[config.mk]
export PLATFORM = sky130hd
export DESIGN_NAME = io_responder
export DESIGN_NICKNAME = d
export VERILOG_FILES = /design/src/rtl/io_pkg.sv /design/src/rtl/btn_debounce.sv /design/src/rtl/io_responder.sv
export SDC_FILE = /design/constraint.sdc
export NUM_CORES = 1
export LEC_CHECK = 0
export CORE_UTILIZATION = 35
export CTS_BUF_LIST = sky130_fd_sc_hd__clkbuf_4
export DETAILED_ROUTE_END_ITERATION = 16
export GPL_ROUTABILITY_DRIVEN = 0
export PLACE_DENSITY = 0.64
export SYNTH_ARGS = -nofsm -noshare
export SYNTH_HDL_FRONTEND = slang
export SYNTH_SLANG_ARGS = --single-unit
[constraint.sdc]
create_clock -name clk -period 7.3 [get_ports clk]
set_input_delay 1.095 -clock clk [delete_from_list [all_inputs] [get_ports clk]]
set_output_delay 1.095 -clock clk [all_outputs]
set_load 0.02 [all_outputs]
[src/rtl/io_pkg.sv]
// Shared constants for the GPIO responder: IO window base and register offsets.
package io_pkg;
  localparam logic [31:0] IO_BASE = 32'h0002_0000;

  localparam logic [4:0] IO_SW_OFF    = 5'h04;
  localparam logic [4:0] IO_BTN_OFF   = 5'h08;
  localparam logic [4:0] IO_EDGE_OFF  = 5'h0C;
  localparam logic [4:0] IO_LED_OFF   = 5'h10;
  localparam logic [4:0] IO_TIMER_OFF = 5'h14;

  function automatic logic [4:0] io_word_off(input logic [31:0] a);
    return {a[4:2], 2'b00};
  endfunction
endpackage

[src/rtl/btn_debounce.sv]
// One button: two-flop synchroniser, stability counter and accepted level.
// o_rise pulses in the cycle the accepted level goes 0->1.
module btn_debounce
  import io_pkg::*;
#(
  parameter int DEBOUNCE_CYCLES = 250000
) (
  input  logic clk,
  input  logic reset,
  input  logic i_btn,
  output logic o_stable,
  output logic o_rise
);
  localparam int CW = (DEBOUNCE_CYCLES < 2) ? 1 : $clog2(DEBOUNCE_CYCLES);
  localparam logic [CW-1:0] LAST = CW'(DEBOUNCE_CYCLES - 1);

  logic          r_s1;
  logic          r_s2;
  logic          r_stable;
  logic [CW-1:0] r_cnt;
  logic          w_diff;
  logic          w_done;

  assign w_diff   = r_s2 ^ r_stable;
  assign w_done   = w_diff && (r_cnt == LAST);
  assign o_stable = r_stable;
  assign o_rise   = w_done & r_s2;

  always_ff @(posedge clk or posedge reset) begin
    if (reset) begin
      r_s1     <= 1'b0;
      r_s2     <= 1'b0;
      r_stable <= 1'b0;
      r_cnt    <= '0;
    end else begin
      r_s1 <= i_btn;
      r_s2 <= r_s1;
      // any return to the accepted level restarts qualification
      if (!w_diff) begin
        r_cnt <= '0;
      end else if (w_done) begin
        r_cnt    <= '0;
        r_stable <= r_s2;
      end else begin
        r_cnt <= r_cnt + 1'b1;
      end
    end
  end
endmodule

[src/rtl/io_responder.sv]
// Memory-mapped GPIO responder: switches, debounced buttons, edge latch, LEDs.
// Define IO_TIMER_EN to add the free-running 32-bit timer at offset 0x14.
module io_responder
  import io_pkg::*;
#(
  parameter logic [31:0] BASE_ADDR       = IO_BASE,
  parameter int          DEBOUNCE_CYCLES = 250000,
  parameter int          NUM_BTN         = 5,
  parameter int          NUM_SW          = 16
) (
  input  logic               clk,
  input  logic               reset,
  input  logic [31:0]        addr,
  input  logic [31:0]        wr_data,
  input  logic               write_en,
  input  logic               read_en,
  output logic [31:0]        rd_data,
  output logic               sel,
  input  logic [NUM_BTN-1:0] BTN,
  input  logic [NUM_SW-1:0]  SW,
  output logic [15:0]        LED
);
  logic [NUM_SW-1:0]  r_sw_s1;
  logic [NUM_SW-1:0]  r_sw_s2;
  logic [NUM_BTN-1:0] w_stable;
  logic [NUM_BTN-1:0] w_rise;
  logic [NUM_BTN-1:0] w_clr;
  logic [NUM_BTN-1:0] r_edge;
  logic [15:0]        r_led;
  logic [31:0]        w_timer;
  logic [31:0]        w_rd;
  logic [4:0]         w_off;
  logic               w_wr;
  logic               w_unused;

  assign sel      = (addr[31:5] == BASE_ADDR[31:5]);
  assign w_off    = io_word_off(addr);
  assign w_wr     = write_en & sel;
  assign LED      = r_led;
  assign w_unused = ^{addr[1:0], wr_data};

  for (genvar i = 0; i < NUM_BTN; i++) begin : g_btn
    btn_debounce #(
      .DEBOUNCE_CYCLES(DEBOUNCE_CYCLES)
    ) u_db (
      .clk     (clk),
      .reset   (reset),
      .i_btn   (BTN[i]),
      .o_stable(w_stable[i]),
      .o_rise  (w_rise[i])
    );
  end

  always_ff @(posedge clk or posedge reset) begin
    if (reset) begin
      r_sw_s1 <= '0;
      r_sw_s2 <= '0;
    end else begin
      r_sw_s1 <= SW;
      r_sw_s2 <= r_sw_s1;
    end
  end

  always_comb begin
    w_clr = '0;
    if (w_wr && (w_off == IO_EDGE_OFF)) begin
      w_clr = wr_data[NUM_BTN-1:0];
    end
  end

  // a new rising edge beats a same-cycle clear
  always_ff @(posedge clk or posedge reset) begin
    if (reset) begin
      r_edge <= '0;
    end else begin
      r_edge <= (r_edge & ~w_clr) | w_rise;
    end
  end

  always_ff @(posedge clk or posedge reset) begin
    if (reset) begin
      r_led <= '0;
    end else if (w_wr && ((w_off == IO_LED_OFF) ||
                          (w_off == IO_BTN_OFF))) begin
      r_led <= wr_data[15:0];
    end
  end

`ifdef IO_TIMER_EN
  logic [31:0] r_timer;

  always_ff @(posedge clk or posedge reset) begin
    if (reset) begin
      r_timer <= '0;
    end else if (w_wr && (w_off == IO_TIMER_OFF)) begin
      r_timer <= wr_data;
    end else begin
      r_timer <= r_timer + 32'd1;
    end
  end

  assign w_timer = r_timer;
`else
  assign w_timer = '0;
`endif

  always_comb begin
    w_rd = '0;
    if (read_en && sel) begin
      case (w_off)
        IO_SW_OFF:    w_rd = 32'(r_sw_s2);
        IO_BTN_OFF:   w_rd = 32'(w_stable);
        IO_EDGE_OFF:  w_rd = 32'(r_edge);
        IO_LED_OFF:   w_rd = {16'b0, r_led};
        IO_TIMER_OFF: w_rd = w_timer;
        default:      w_rd = '0;
      endcase
    end
  end

  assign rd_data = w_rd;
endmodule

==> flow_metrics.env, run 1 <==
export IMPL_leakage_nw=3.51
export IMPL_cts_tree="built"
export IMPL_critPathSlowestCell="nor2b_1"
export IMPL_grt_total_usage_pct=15.2
export IMPL_yosys_area_share_adder_pct=0.865
export IMPL_rows=52
export IMPL_start_util_pct=35.7
export IMPL_yosys_area_share_simple_pct=22.0
export IMPL_critPathRequiredTime_ns=6.20
export IMPL_portBuffers=103
export IMPL_min_path_cells=0
export IMPL_first_pass_iters=5
export IMPL_dp_hpwl_mm=10.7
export IMPL_hold_viol=0
export IMPL_die_w_um=146
export IMPL_critPathKind="in -> out"
export IMPL_status="complete, no violations"
export IMPL_timing_fmax_mhz=204
export IMPL_fin_skew_ns=0.0200
export IMPL_num_vias=5288
export IMPL_ioPinCount=138
export IMPL_fin_crit_ns=4.90
export IMPL_cts_buffers=17
export IMPL_netlist_area_um2=7230
export IMPL_rsz0062_at_grt="false"
export IMPL_antenna_found_initial=1
export IMPL_final_period_utilization_pct=67.1
export IMPL_drcViolationCount=0
export IMPL_ir_drop_v=0.000111
export IMPL_viasPerCell=4.94
export IMPL_layout_nets=881
export IMPL_arrival_ns=3.80
export IMPL_reg2reg_slack_ns=5.15
export IMPL_max_slew_margin_rel_pct=33.2
export IMPL_yosysSeqAreaShare_pct=54.7
export IMPL_synth_top_family_by_area="simple AND/OR/NAND/NOR gates"
export IMPL_path_cells="clkdlybuf4s50_1 > nor2b_1 > a22oi_1 > o21ai_0 > and2_1 > clkdlybuf4s50_1"
export IMPL_yosysUniqueCellTypes=50
export IMPL_finalMaxSlewViolations=0
export IMPL_fillers=1936
export IMPL_drive_gt1_share_pct=8.50
export IMPL_cts_setup_buffers=0
export IMPL_wirelength_mm=15.1
export IMPL_cts_hold_buffers=0
export IMPL_cts_buffer_depth=2
export IMPL_dieArea_um2=21200
export IMPL_clkTransAtPathRegs_ns=0.15
export IMPL_async_flop_share_pct=100
export IMPL_cts_num_sinks=158
export IMPL_ff2ff_path_depth=4
export IMPL_dieHeight_um=146
export IMPL_tightest_slew_ns=1.00
export IMPL_hold_end="r_sw_s2[3]"
export IMPL_ys_ff_latch=158
export IMPL_fin_setup_tns_ns=0
export IMPL_wl_per_cell_um=14.1
export IMPL_startpoint_type="primary input"
export IMPL_ys_warn_count=0
export IMPL_r2r_start="g_btn[4].u_db.r_cnt[5]"
export IMPL_regToRegEndpoint="g_btn[4].u_db.r_cnt[13]"
export IMPL_synth_compound_area_share_pct=6.88
export IMPL_synthCells=679
export IMPL_grt_overflow_total=0
export IMPL_cts_max_level=4
export IMPL_syn_to_final_growth_pct=21.6
export IMPL_max_stage_delay_ns=0.84
export IMPL_synth_ff_type="dfrtp_1"
export IMPL_final_common_cell="dfrtp_1"
export IMPL_power_per_cell_area_nw_per_um2=178
export IMPL_hold_class="reg -> reg"
export IMPL_hold_path_startpoint="r_sw_s1[3]"
export IMPL_core_area_um2=20200
export IMPL_critical_path_max_fanout=12
export IMPL_cts_root_buf="clkbuf_4"
export IMPL_cp_common_cell="clkdlybuf4s50_1"
export IMPL_synthMuxAreaShare_pct=3.82
export IMPL_ant_nets=0
export IMPL_drv_cap=0
export IMPL_drt_initial_drc_count=294
export IMPL_grt_pass1_wl_mm=25.8
export IMPL_grt_max_degree=97
export IMPL_final_cell_mix="dfrtp_1, clkdlybuf4s50_1, nor2_1"
export IMPL_syn_area_per_cell_um2=10.7
export IMPL_utilization_pct=43.5
export IMPL_insertion_delay_ns=0.57
export IMPL_cts_resized=0
export IMPL_grt_pass1_vias=5060
export IMPL_synth_edf_count=0
export IMPL_finalSetupViolations=0
export IMPL_end_kind="primary output"
export IMPL_synth_xor_area_share_pct=7.87
critical path: cells and delay by family:
kind / cells / cell delay (ns)
simple gates: 2 / 0.99
compound gates: 2 / 0.37
buf+inv: 2 / 1.34
sequential cells by signal, indices dropped and copies added, names as in the netlist:
signal and cells:
r_edge 5, g_btn.u_db.o_stable 5, g_btn.u_db.r_s1 5, r_sw_s2 16, g_btn.u_db.r_s2 5, LED 16, r_sw_s1 16, g_btn.u_db.r_cnt 90
cell usage after synthesis (all sizes together) (7+ instances only):
cell type | number | area share [%]
clkbuf | 11 | 0.57
o31ai | 7 | 0.80
and2 | 7 | 0.61
and3 | 10 | 0.86
mux2 | 21 | 3.3
inv | 19 | 0.99
nor3 | 31 | 2.1
nand3 | 29 | 2.0
dfrtp | 158 | 55
o21ai | 18 | 1.4
or4 | 12 | 1.3
xor2 | 16 | 1.9
nor2 | 82 | 4.3
a22oi | 16 | 1.7
nand2 | 30 | 1.6
nor4 | 21 | 2.0
nor2b | 15 | 1.3
nand4 | 27 | 2.3
a21oi | 20 | 1.4
xnor2 | 49 | 5.9
buf | 22 | 2.3
or3 | 14 | 1.2
per-layer routing:
metal | GRT usage [%] | part of all wire [%] | routed length (µm) | vias to the layer above
met5 | 0 | 0 | 0 | -
met4 | 4.42 | 1.1 | 174 | 0
met3 | 3.76 | 5.2 | 789 | 16
met2 | 22.6 | 44 | 6690 | 107
met1 | 22.0 | 49 | 7490 | 2539
li1 | - | - | - | 2626
through the flow:
step | area, µm² | setup slack (ns) | std cells | total power, mW | hold slack (ns)
4_1_cts | 8790 | 2.42 | 1070 | 1.59 | 0.363
3_3_place_gp | 8490 | 2.40 | 1038 | 1.03 | 0.332
3_5_place_dp | 8490 | 2.41 | 1038 | 1.03 | 0.335
2_1_floorplan | 7290 | 1.94 | 694 | 0.978 | 0.331
6_report | 8790 | 2.40 | 1071 | 1.56 | 0.351
5_1_grt | 8790 | 2.17 | 1071 | 1.64 | 0.377
layout make-up:
| class | instances | area, µm² | area share [%] |
|---|---|---|---|
| inverters | 19 | 76.3 | 0.868 |
| clock inverters | 15 | 175 | 1.99 |
| flip-flops and latches | 158 | 3950 | 45.0 |
| clock buffers | 17 | 128 | 1.45 |
| repair buffers | 107 | 1060 | 12.1 |
| multi-input cells | 484 | 3060 | 34.8 |
| diodes | 1 | 2.50 | 0.0285 |
| well taps | 270 | 338 | 3.84 |
logic make-up (layout without fill, tap and decap cells):
kind of cell,after synthesis,in the layout
buffers and inverters,52,158
adder cells (fa/ha/maj),5,5
XOR/XNOR,65,65
AO/OA/AOI/OAI,75,75
multiplexers,25,25
AND/OR/NAND/NOR,298,298
flip-flops,158,158
other,1,17
worst max-delay path by stage:
| stage | startpoint | end | slack, ns |
|---|---|---|---|
| 2_1_floorplan | reset | LED[0] | 1.94 |
| 3_3_place_gp | addr[2] | rd_data[0] | 2.40 |
| 3_5_place_dp | addr[2] | rd_data[0] | 2.41 |
| 4_1_cts | addr[2] | rd_data[0] | 2.42 |
| 5_1_grt | addr[2] | rd_data[0] | 2.17 |
| 6_report | addr[2] | rd_data[0] | 2.40 |
power breakdown:
group	internal, mW	switching, mW
combinational	0.0471	0.0562
sequential	0.893	0.0115
clock	0.215	0.341
Note: power is estimated with default switching activity, not from simulation.
==> inputs of run 2 (changes only) <==
clock period = 4.85 ns   (was 7.3 ns; I/O delays follow)
==> run 2 against run 1 <==
  * Combinational power rose by 54%
  * Clock power rose by 42%
  * Sequential power rose by 50%
  * Critical path depth did not move
  * Critical path type unchanged
  * Sequential share of layout area fell by 0.13 points
  * Non-clock buffer count rose by 3
  * Cell count rose by 0.28%
==> flow_metrics.env, run 2 (synthesis gave the netlist of run 1 again) <==
export IMPL_status="complete, no violations"
export IMPL_syn_to_final_growth_pct=21.9
export IMPL_grt_pass1_wl_mm=25.9
export IMPL_cts_root_buf="clkbuf_4"
export IMPL_r2r_start="g_btn[4].u_db.r_cnt[5]"
export IMPL_portBuffers=103
export IMPL_m1WireLength_mm=7.43
export IMPL_post_place_cells=1041
export IMPL_arrival_ns=3.23
export IMPL_grt_overflow_total=0
export IMPL_fin_crit_ns=3.96
export IMPL_core_area_um2=20200
export IMPL_cts_num_sinks=158
export IMPL_cts_max_level=4
export IMPL_dp_hpwl_mm=10.8
export IMPL_antenna_found_initial=1
export IMPL_final_cell_mix="dfrtp_1, clkdlybuf4s50_1, nor2_1"
export IMPL_regToRegEndpoint="g_btn[4].u_db.r_cnt[8]"
export IMPL_rsz0062_at_grt="false"
export IMPL_cts_buffer_depth=2
export IMPL_path_buf_inv=2
export IMPL_leakage_nw=3.52
export IMPL_final_period_utilization_pct=81.6
export IMPL_layout_nets=884
export IMPL_critPathRequiredTime_ns=4.12
export IMPL_critPathKind="in -> out"
export IMPL_timing_fmax_mhz=253
export IMPL_hold_viol=0
export IMPL_reg2reg_slack_ns=2.65
export IMPL_critPathTopFamily="buffers and inverters"
export IMPL_max_stage_delay_ns=0.78
export IMPL_finalMaxSlewViolations=0
export IMPL_first_pass_iters=5
export IMPL_die_w_um=146
export IMPL_drcViolationCount=0
export IMPL_cp_common_cell="clkdlybuf4s50_1"
export IMPL_fin_setup_tns_ns=0
export IMPL_power_per_cell_area_nw_per_um2=262
export IMPL_dieHeight_um=146
export IMPL_num_vias=5325
export IMPL_ioPinCount=138
export IMPL_clkTransAtPathRegs_ns=0.14
export IMPL_fin_skew_ns=0.0239
export IMPL_grt_total_usage_pct=15.3
export IMPL_cts_setup_buffers=0
export IMPL_drv_cap=0
export IMPL_path_cells="clkdlybuf4s50_1 > nor2b_1 > a22oi_1 > o22ai_1 > and2_1 > clkdlybuf4s50_1"
export IMPL_wirelength_mm=15.2
export IMPL_cts_buffers=17
export IMPL_ant_nets=0
export IMPL_critPathSlowestCell="clkdlybuf4s50_1"
export IMPL_hold_class="reg -> reg"
export IMPL_insertion_delay_ns=0.56
export IMPL_grt_max_degree=92
export IMPL_ir_drop_v=0.000123
export IMPL_cts_hold_buffers=0
export IMPL_cts_tree="built"
export IMPL_finalSetupViolations=0
export IMPL_dieArea_um2=21200
export IMPL_end_kind="primary output"
export IMPL_final_common_cell="dfrtp_1"
export IMPL_viasPerCell=4.96
export IMPL_cts_resized=0
export IMPL_routed_wl_met2_mm=7.04
export IMPL_start_util_pct=35.7
export IMPL_hold_end="r_sw_s2[8]"
export IMPL_critical_path_max_fanout=10
export IMPL_wl_per_cell_um=14.2
export IMPL_top_layer="met4"
export IMPL_total_power_mw=2.31
export IMPL_min_path_cells=0
export IMPL_stdcell_count=1074
export IMPL_tightest_slew_ns=0.673
export IMPL_drt_initial_drc_count=318
export IMPL_largest_reg_flops=90
export IMPL_hold_path_startpoint="r_sw_s1[8]"
export IMPL_largest_register="g_btn.u_db.r_cnt"
export IMPL_drive_gt1_share_pct=8.97
export IMPL_max_slew_margin_rel_pct=54.8
export IMPL_grt_pass1_vias=5207
export IMPL_ff2ff_path_depth=4
export IMPL_rows=52
export IMPL_dr_wl_met3_um=674
export IMPL_startpoint_type="primary input"
## run 2: worst reg2reg max path, delay by kind of cell (launching register included)
family          cells  cell delay, ns
compound gates      1            0.47
simple gates        3            1.13
flops               1            0.47
## run 2: worst max path at each step
stage                        from     endpoint  slack, ns  cells past startpoint
after floorplan           addr[2]  rd_data[10]       2.05                      6
after global placement    addr[3]   rd_data[2]       0.95                      6
after detailed placement  addr[3]   rd_data[5]       0.91                      6
after CTS                 addr[3]   rd_data[5]       0.90                      6
after global routing      addr[3]  rd_data[11]       0.74                      6
final                     addr[3]   rd_data[4]       0.89                      6
## run 2: cell type report
class                   count  area, µm²
inverters                  19       75.1
repair buffers            110       1100
multi-input cells         484       3060
well taps                 270        338
diodes                      1       2.50
clock buffers              17        128
clock inverters            15        166
flip-flops and latches    158       3950
fillers                  1984      11400
## run 2: per-stage QoR
stage	cell area [µm²]	setup WS (ns)	hold slack (ns)	utilization, %
after floorplan	7290	2.05	0.331	-
after global placement	8520	0.954	0.332	42.1
after detailed placement	8520	0.906	0.335	42.1
after CTS	8810	0.902	0.362	43.6
after global routing	8820	0.739	0.360	43.6
final	8820	0.892	0.353	43.6
## run 2: where the power goes
part	total [mW]	internal [mW]	switching (mW)
Sequential	1.36	1.35	0.0168
Clock	0.792	0.244	0.548
Combinational	0.159	0.0735	0.0854
Total	2.31	1.66	0.650
## run 2: layer usage
layer	track usage, %	vias up
li1	-	2618
met1	21.3	2584
met2	23.4	117
met3	3.45	6
met4	5.32	0
met5	0	-
==> inputs of run 3 (changes only) <==
clock period = 3.69 ns   (was 4.85 ns; I/O delays follow)
==> run 3 against run 2 <==
  * First-iteration DRC count is 4.4% lower
  * Clock power is 40% higher
  * Flip-flop and latch count stayed put
  * Clock skew is 0.011 ns lower
  * Register-to-register slack worse by 1.2 ns
  * Global-route usage is 0.21 points higher
  * Critical path depth stayed put
  * Worst hold slack better by 0.0084 ns
  * Via count is 0.58% higher
  * Non-clock buffer count is 5 higher
  * Sequential power is 32% higher
  * Utilization is 0.40 points higher
  * Largest cell class unchanged
==> flow_metrics.env, run 3 (synthesis gave the netlist of run 1 again) <==
export IMPL_cts_buffer_depth=2
export IMPL_grt_use_met2_pct=23.1
export IMPL_cts_resized=0
export IMPL_largest_register="g_btn.u_db.r_cnt"
export IMPL_startpoint_type="primary input"
export IMPL_viasPerCell=4.96
export IMPL_rsz0062_at_grt="false"
export IMPL_fin_setup_tns_ns=0
export IMPL_hold_viol=0
export IMPL_grt_pass1_wl_mm=26.4
export IMPL_end_kind="primary output"
export IMPL_final_cell_mix="dfrtp_1, clkdlybuf4s50_1, nor2_1"
export IMPL_finalSetupViolations=0
export IMPL_critPathRequiredTime_ns=3.14
export IMPL_num_vias=5356
export IMPL_dieArea_um2=21200
export IMPL_final_period_utilization_pct=89.7
export IMPL_multi_input_area_um2=3060
export IMPL_syn_to_final_growth_pct=23.0
export IMPL_grt_max_degree=75
export IMPL_tightest_slew_ns=0.630
export IMPL_grt_most_used_layer="met2"
export IMPL_dp_hpwl_mm=10.9
export IMPL_status="complete, no violations"
export IMPL_drcViolationCount=0
export IMPL_hold_ws_ns=0.361
export IMPL_cts_buffers=17
export IMPL_finalMaxSlewViolations=0
export IMPL_grt_total_usage_pct=15.5
export IMPL_arrival_ns=2.75
export IMPL_fillers=1928
export IMPL_clkTransAtPathRegs_ns=0.12
export IMPL_insertion_delay_ns=0.55
export IMPL_power_per_cell_area_nw_per_um2=350
export IMPL_cts_tree="built"
export IMPL_die_w_um=146
export IMPL_portBuffers=103
export IMPL_startpoint="addr[3]"
export IMPL_critical_path_max_fanout=7
export IMPL_cts_setup_buffers=0
export IMPL_drive_gt1_share_pct=9.41
export IMPL_ff2ff_path_depth=4
export IMPL_min_path_cells=0
export IMPL_leakage_nw=3.54
export IMPL_fin_crit_ns=3.31
export IMPL_timing_fmax_mhz=302
export IMPL_layout_nets=889
export IMPL_wirelength_mm=15.3
export IMPL_critPathKind="in -> out"
export IMPL_cts_num_sinks=158
export IMPL_drv_cap=0
export IMPL_ant_nets=0
export IMPL_cts_root_buf="clkbuf_4"
export IMPL_dieHeight_um=146
export IMPL_met3_usage_pct=4.08
export IMPL_ir_drop_v=0.000182
export IMPL_cts_max_level=4
export IMPL_wl_per_cell_um=14.2
export IMPL_fin_skew_ns=0.0132
export IMPL_largest_reg_flops=90
export IMPL_ioPinCount=138
export IMPL_drt_initial_drc_count=304
export IMPL_cts_hold_buffers=0
export IMPL_start_util_pct=35.7
export IMPL_grt_pass1_vias=5221
export IMPL_max_slew_margin_rel_pct=58.0
export IMPL_hold_class="reg -> reg"
export IMPL_seq_area_um2=3950
export IMPL_core_area_um2=20200
export IMPL_hold_path_startpoint="r_sw_s1[1]"
export IMPL_r2r_start="g_btn[4].u_db.r_cnt[5]"
export IMPL_grtUsageMet1_pct=22.1
export IMPL_antenna_found_initial=1
export IMPL_grt_overflow_total=0
export IMPL_first_pass_iters=4
export IMPL_rows=52
export IMPL_final_common_cell="dfrtp_1"
==> run 3: cell types whose count changed in the layout (fill, tap and decap cells not counted), sizes merged <==
cell / previous run / this run
inv: 28 / 22
buf: 7 / 12
clkinvlp: 1 / 5
bufinv: 0 / 3
clkinv: 5 / 4
==> run 3: cell type report <==
class	instances	share of cell area [%]
inverter	19	0.844
clock buffer	17	1.43
antenna	1	0.0281
multi-input combinational	484	34.4
timing repair buffer	115	13.0
sequential	158	44.4
tap	270	3.80
clock inverter	15	2.08
==> run 3: routing by layer <==
| metal | wire [µm] | vias up | share of wire (%) |
|---|---|---|---|
| met3 | 695 | 9 | 4.5 |
| met5 | 0 | - | 0 |
| met1 | 7660 | 2607 | 50 |
| met4 | 133 | 0 | 0.87 |
| met2 | 6800 | 109 | 44 |
| li1 | - | 2631 | - |
==> run 3: through the flow <==
stage / power (mW) / worst slack, ns / util, % / instance area, µm² / instances
4_1_cts: 3.17 / 0.391 / 44.0 / 8900 / 1078
3_3_place_gp: 2.04 / 0.408 / 42.4 / 8580 / 1046
3_5_place_dp: 2.04 / 0.398 / 42.4 / 8580 / 1046
6_report: 3.12 / 0.382 / 44.0 / 8900 / 1079
5_1_grt: 3.26 / 0.200 / 44.0 / 8900 / 1079
2_1_floorplan: 1.93 / 1.14 / - / 7290 / 694
==> run 3: worst max-delay path: stages <==
cell and delay (ns):
clkdlybuf4s50_1 0.58, nor2b_1 0.47, a22oi_1 0.17, o22ai_1 0.22, and2_1 0.17, clkdlybuf4s50_1 0.60
==> run 3: power by group <==
group | total [mW] | internal, mW | switching, mW | leakage (nW)
Sequential | 1.79 | 1.77 | 0.0219 | 2.10
Clock | 1.11 | 0.478 | 0.636 | 0.153
Combinational | 0.212 | 0.0999 | 0.112 | 1.29
==> run 3: worst paths after layout <==
check                                         end  slack [ns]
setup / recovery                       rd_data[4]        0.38
hold / removal                         r_sw_s2[1]        0.36
setup reg to reg           g_btn[4].u_db.r_cnt[7]        1.49
hold reg to reg                        r_sw_s2[1]        0.36
max in group asynchronous              r_sw_s1[9]        2.53
min in group asynchronous      g_btn[4].u_db.r_s1        0.40
==> variant (flow settings as in run 2) <==
Add a define of `IO_TIMER_EN`.
--- a/src/rtl/io_responder.sv
+++ b/src/rtl/io_responder.sv
@@ -2,2 +2,4 @@
 // Define IO_TIMER_EN to add the free-running 32-bit timer at offset 0x14.
+`define IO_TIMER_EN
+
 module io_responder
Check against the original RTL: not equivalent (Yosys sat finds a counterexample within 4 cycles, from zero or initial values and one cycle with reset high).
==> variant against run 2 <==
Sequential cell count increased by 32; routed wire length is 33% higher; worst setup slack got worse by 0.066 ns; sequential share of layout area fell by 1.4 points; count of clock-buffer cells in the layout is the same; combinational power up 10%; clock skew grew 0.0069 ns; final cell count grew 24%; cell area up 24%; area after synthesis is 24% higher; first-iteration DRC count grew 9.4%; total power rose by 19%; sequential power is 20% higher; core utilization about the same; critical path type unchanged; largest cell class unchanged; highest routed layer unchanged.
==> variant: results (changes against run 2) <==
Status
  • Status: finished, final reports clean

Yosys
  • Mapped Nets: 947
  • Async S/R FF share, synth: 1.00 (unchanged)
  • YS warnings: 0 (unchanged)
  • Synth area leaders: dfrtp_1, nor2_1, xnor2_1, xor2_1, mux2_4
  • Sequential area share after synthesis: 0.532 (-0.0149)
  • Most common library cells after synthesis: dfrtp_1, nor2_1, xnor2_1, xor2_1, nand2_1
  • Distinct cell type count after synthesis: 52 (+4.0%)

Cells and area
  • Largest registers: g_btn.u_db.r_cnt (90), r_timer (32)
  • Layout cells sized above 1: 0.0881 (-0.00158)
  • Filler Cells Inserted: 2474 (+25%)
  • Nets: 1081 (+22%)

STA
  • Final TNS setup: 0 ns (unchanged)
  • Slew Limit Fails: 0 (unchanged)
  • Fin Hold WS: 0.367 ns (+0.0143 ns)
  • Clock Skews: 0.0308 ns (+0.00694 ns)
  • Max transition margin: 0.273 (-0.275)

Drt
  • Final wirelength: 20300 um (+33%)
  • Iteration-0 DRC Markers: 348 (+9.4%)
  • Detail-routed via count per cell: 4.90 (-1.1%)
  • First-pass iteration count of the detailed router: 4 (-1)

Hold path
  • Worst hold stages: 0 (unchanged)
  • Hold path startpoint: r_sw_s1[4]
  • Worst hold path type: reg -> reg
  • Worst hold path endpoint: r_sw_s2[4]

Power
  • Max VDD drop: 157 uV (+28%)
  • P_int: 2.06 mW (+24%)
  • P_leak: 4.52 nW (+28%)
  • P_seq: 1.63 mW (+20%)
  • Clock power frac: 0.343 (about the same)

Setup path
  • Worst Setup EP: rd_data[26]
  • RR Startpoint: r_timer[0]
  • Worst-path fanout max: 16 (+6)
  • R2r endpoint: r_timer[28]
  • Worst r2r path cells: 6 (+2)
  • CP startpoint: addr[7]
  • R2R setup slack: 2.53 ns (-0.12 ns)
  • Arrival time worst endpoint: 3.30 ns (+0.07 ns)

Placed design
  • Post-DP HPWL: 14200 um (+32%)
  • PortBufs: 135 (+31%)

Global routing
  • Total GRT Usage: 0.162 (+0.00956)
  • Remaining global-route overflow: 0 (unchanged)
  • Initial antenna violation count: 1 (unchanged)
  • Largest net degree at the start of global routing: 191 (+110%)
  • First-pass GRT wire length: 33400 um (+29%)
  • Vias in the first global route: 6507 (+25%)

CTS
  • Post-CTS Setup Bufs: 0 (unchanged)
  • Htree depth: 4 (unchanged)
  • Worst-path clk slew: around 0.15 ns
  • Clk buf depth: 2 (unchanged)
  • Root Driver: clkbuf_4
  • TritonCTS Buffers: 17 (unchanged)
  • Gates resized, CTS repair: 0 (unchanged)
  • Worst-Skew Late Latency: 0.60 ns (+0.04 ns)
==> variant: cell count changes after synthesis, moves of 14 or more <==
cell     before  now
dfrtp_1     158  190
nor2b_1      15    1
nor2_1       82  158
and2_1        7   24
and3_1       10   24
xor2_1       16   51
xnor2_1      49   63
nand2_1      30   44
nor3_1       31   14
mux2_4        0   16
==> variant: logic make-up after synthesis <==
logic type / after synthesis / share of synthesized area
AO/OA/AOI/OAI: 60 / 0.0434
XOR/XNOR: 114 / 0.112
adder cells (fa/ha/maj): 6 / 0.00840
buffers and inverters: 47 / 0.0246
flip-flops: 190 / 0.532
multiplexers: 45 / 0.0621
AND/OR/NAND/NOR: 390 / 0.218
==> variant: per-stage QoR <==
stage          total power [mW]  utilization  area, sq um  cells  setup slack, ns
2_1_floorplan              1.73            -         8940    852             1.67
3_3_place_gp               1.84        0.423        10600   1297            0.817
3_5_place_dp               1.84        0.423        10600   1297            0.774
4_1_cts                    2.78        0.436        10900   1329            0.774
5_1_grt                    2.87        0.436        10900   1330            0.610
6_report                   2.75        0.436        10900   1330            0.827
==> variant: routing by layer <==
metal	global-route usage	up-vias	share of wire
met1	0.221	3187	0.47
met2	0.258	136	0.46
met4	0.0536	0	0.018
met3	0.0324	20	0.053
met5	0	-	0
li1	-	3180	-
==> variant: cell type report <==
class / instances / area share
inverter: 21 / 0.00755
timing repair buffer: 141 / 0.129
multi-input combinational: 615 / 0.363
clock buffer: 17 / 0.0117
tap: 330 / 0.0377
sequential: 190 / 0.435
antenna: 1 / 0.000229
clock inverter: 15 / 0.0167
==> variant: worst max-delay path, cell delays in order <==
cell and delay (ns):
clkdlybuf4s50_1 0.40, nor4_1 0.30, nand4_1 0.25, nor2_2 0.31, and4_1 0.50, and2_1 0.20
clkdlybuf4s50_1 0.61
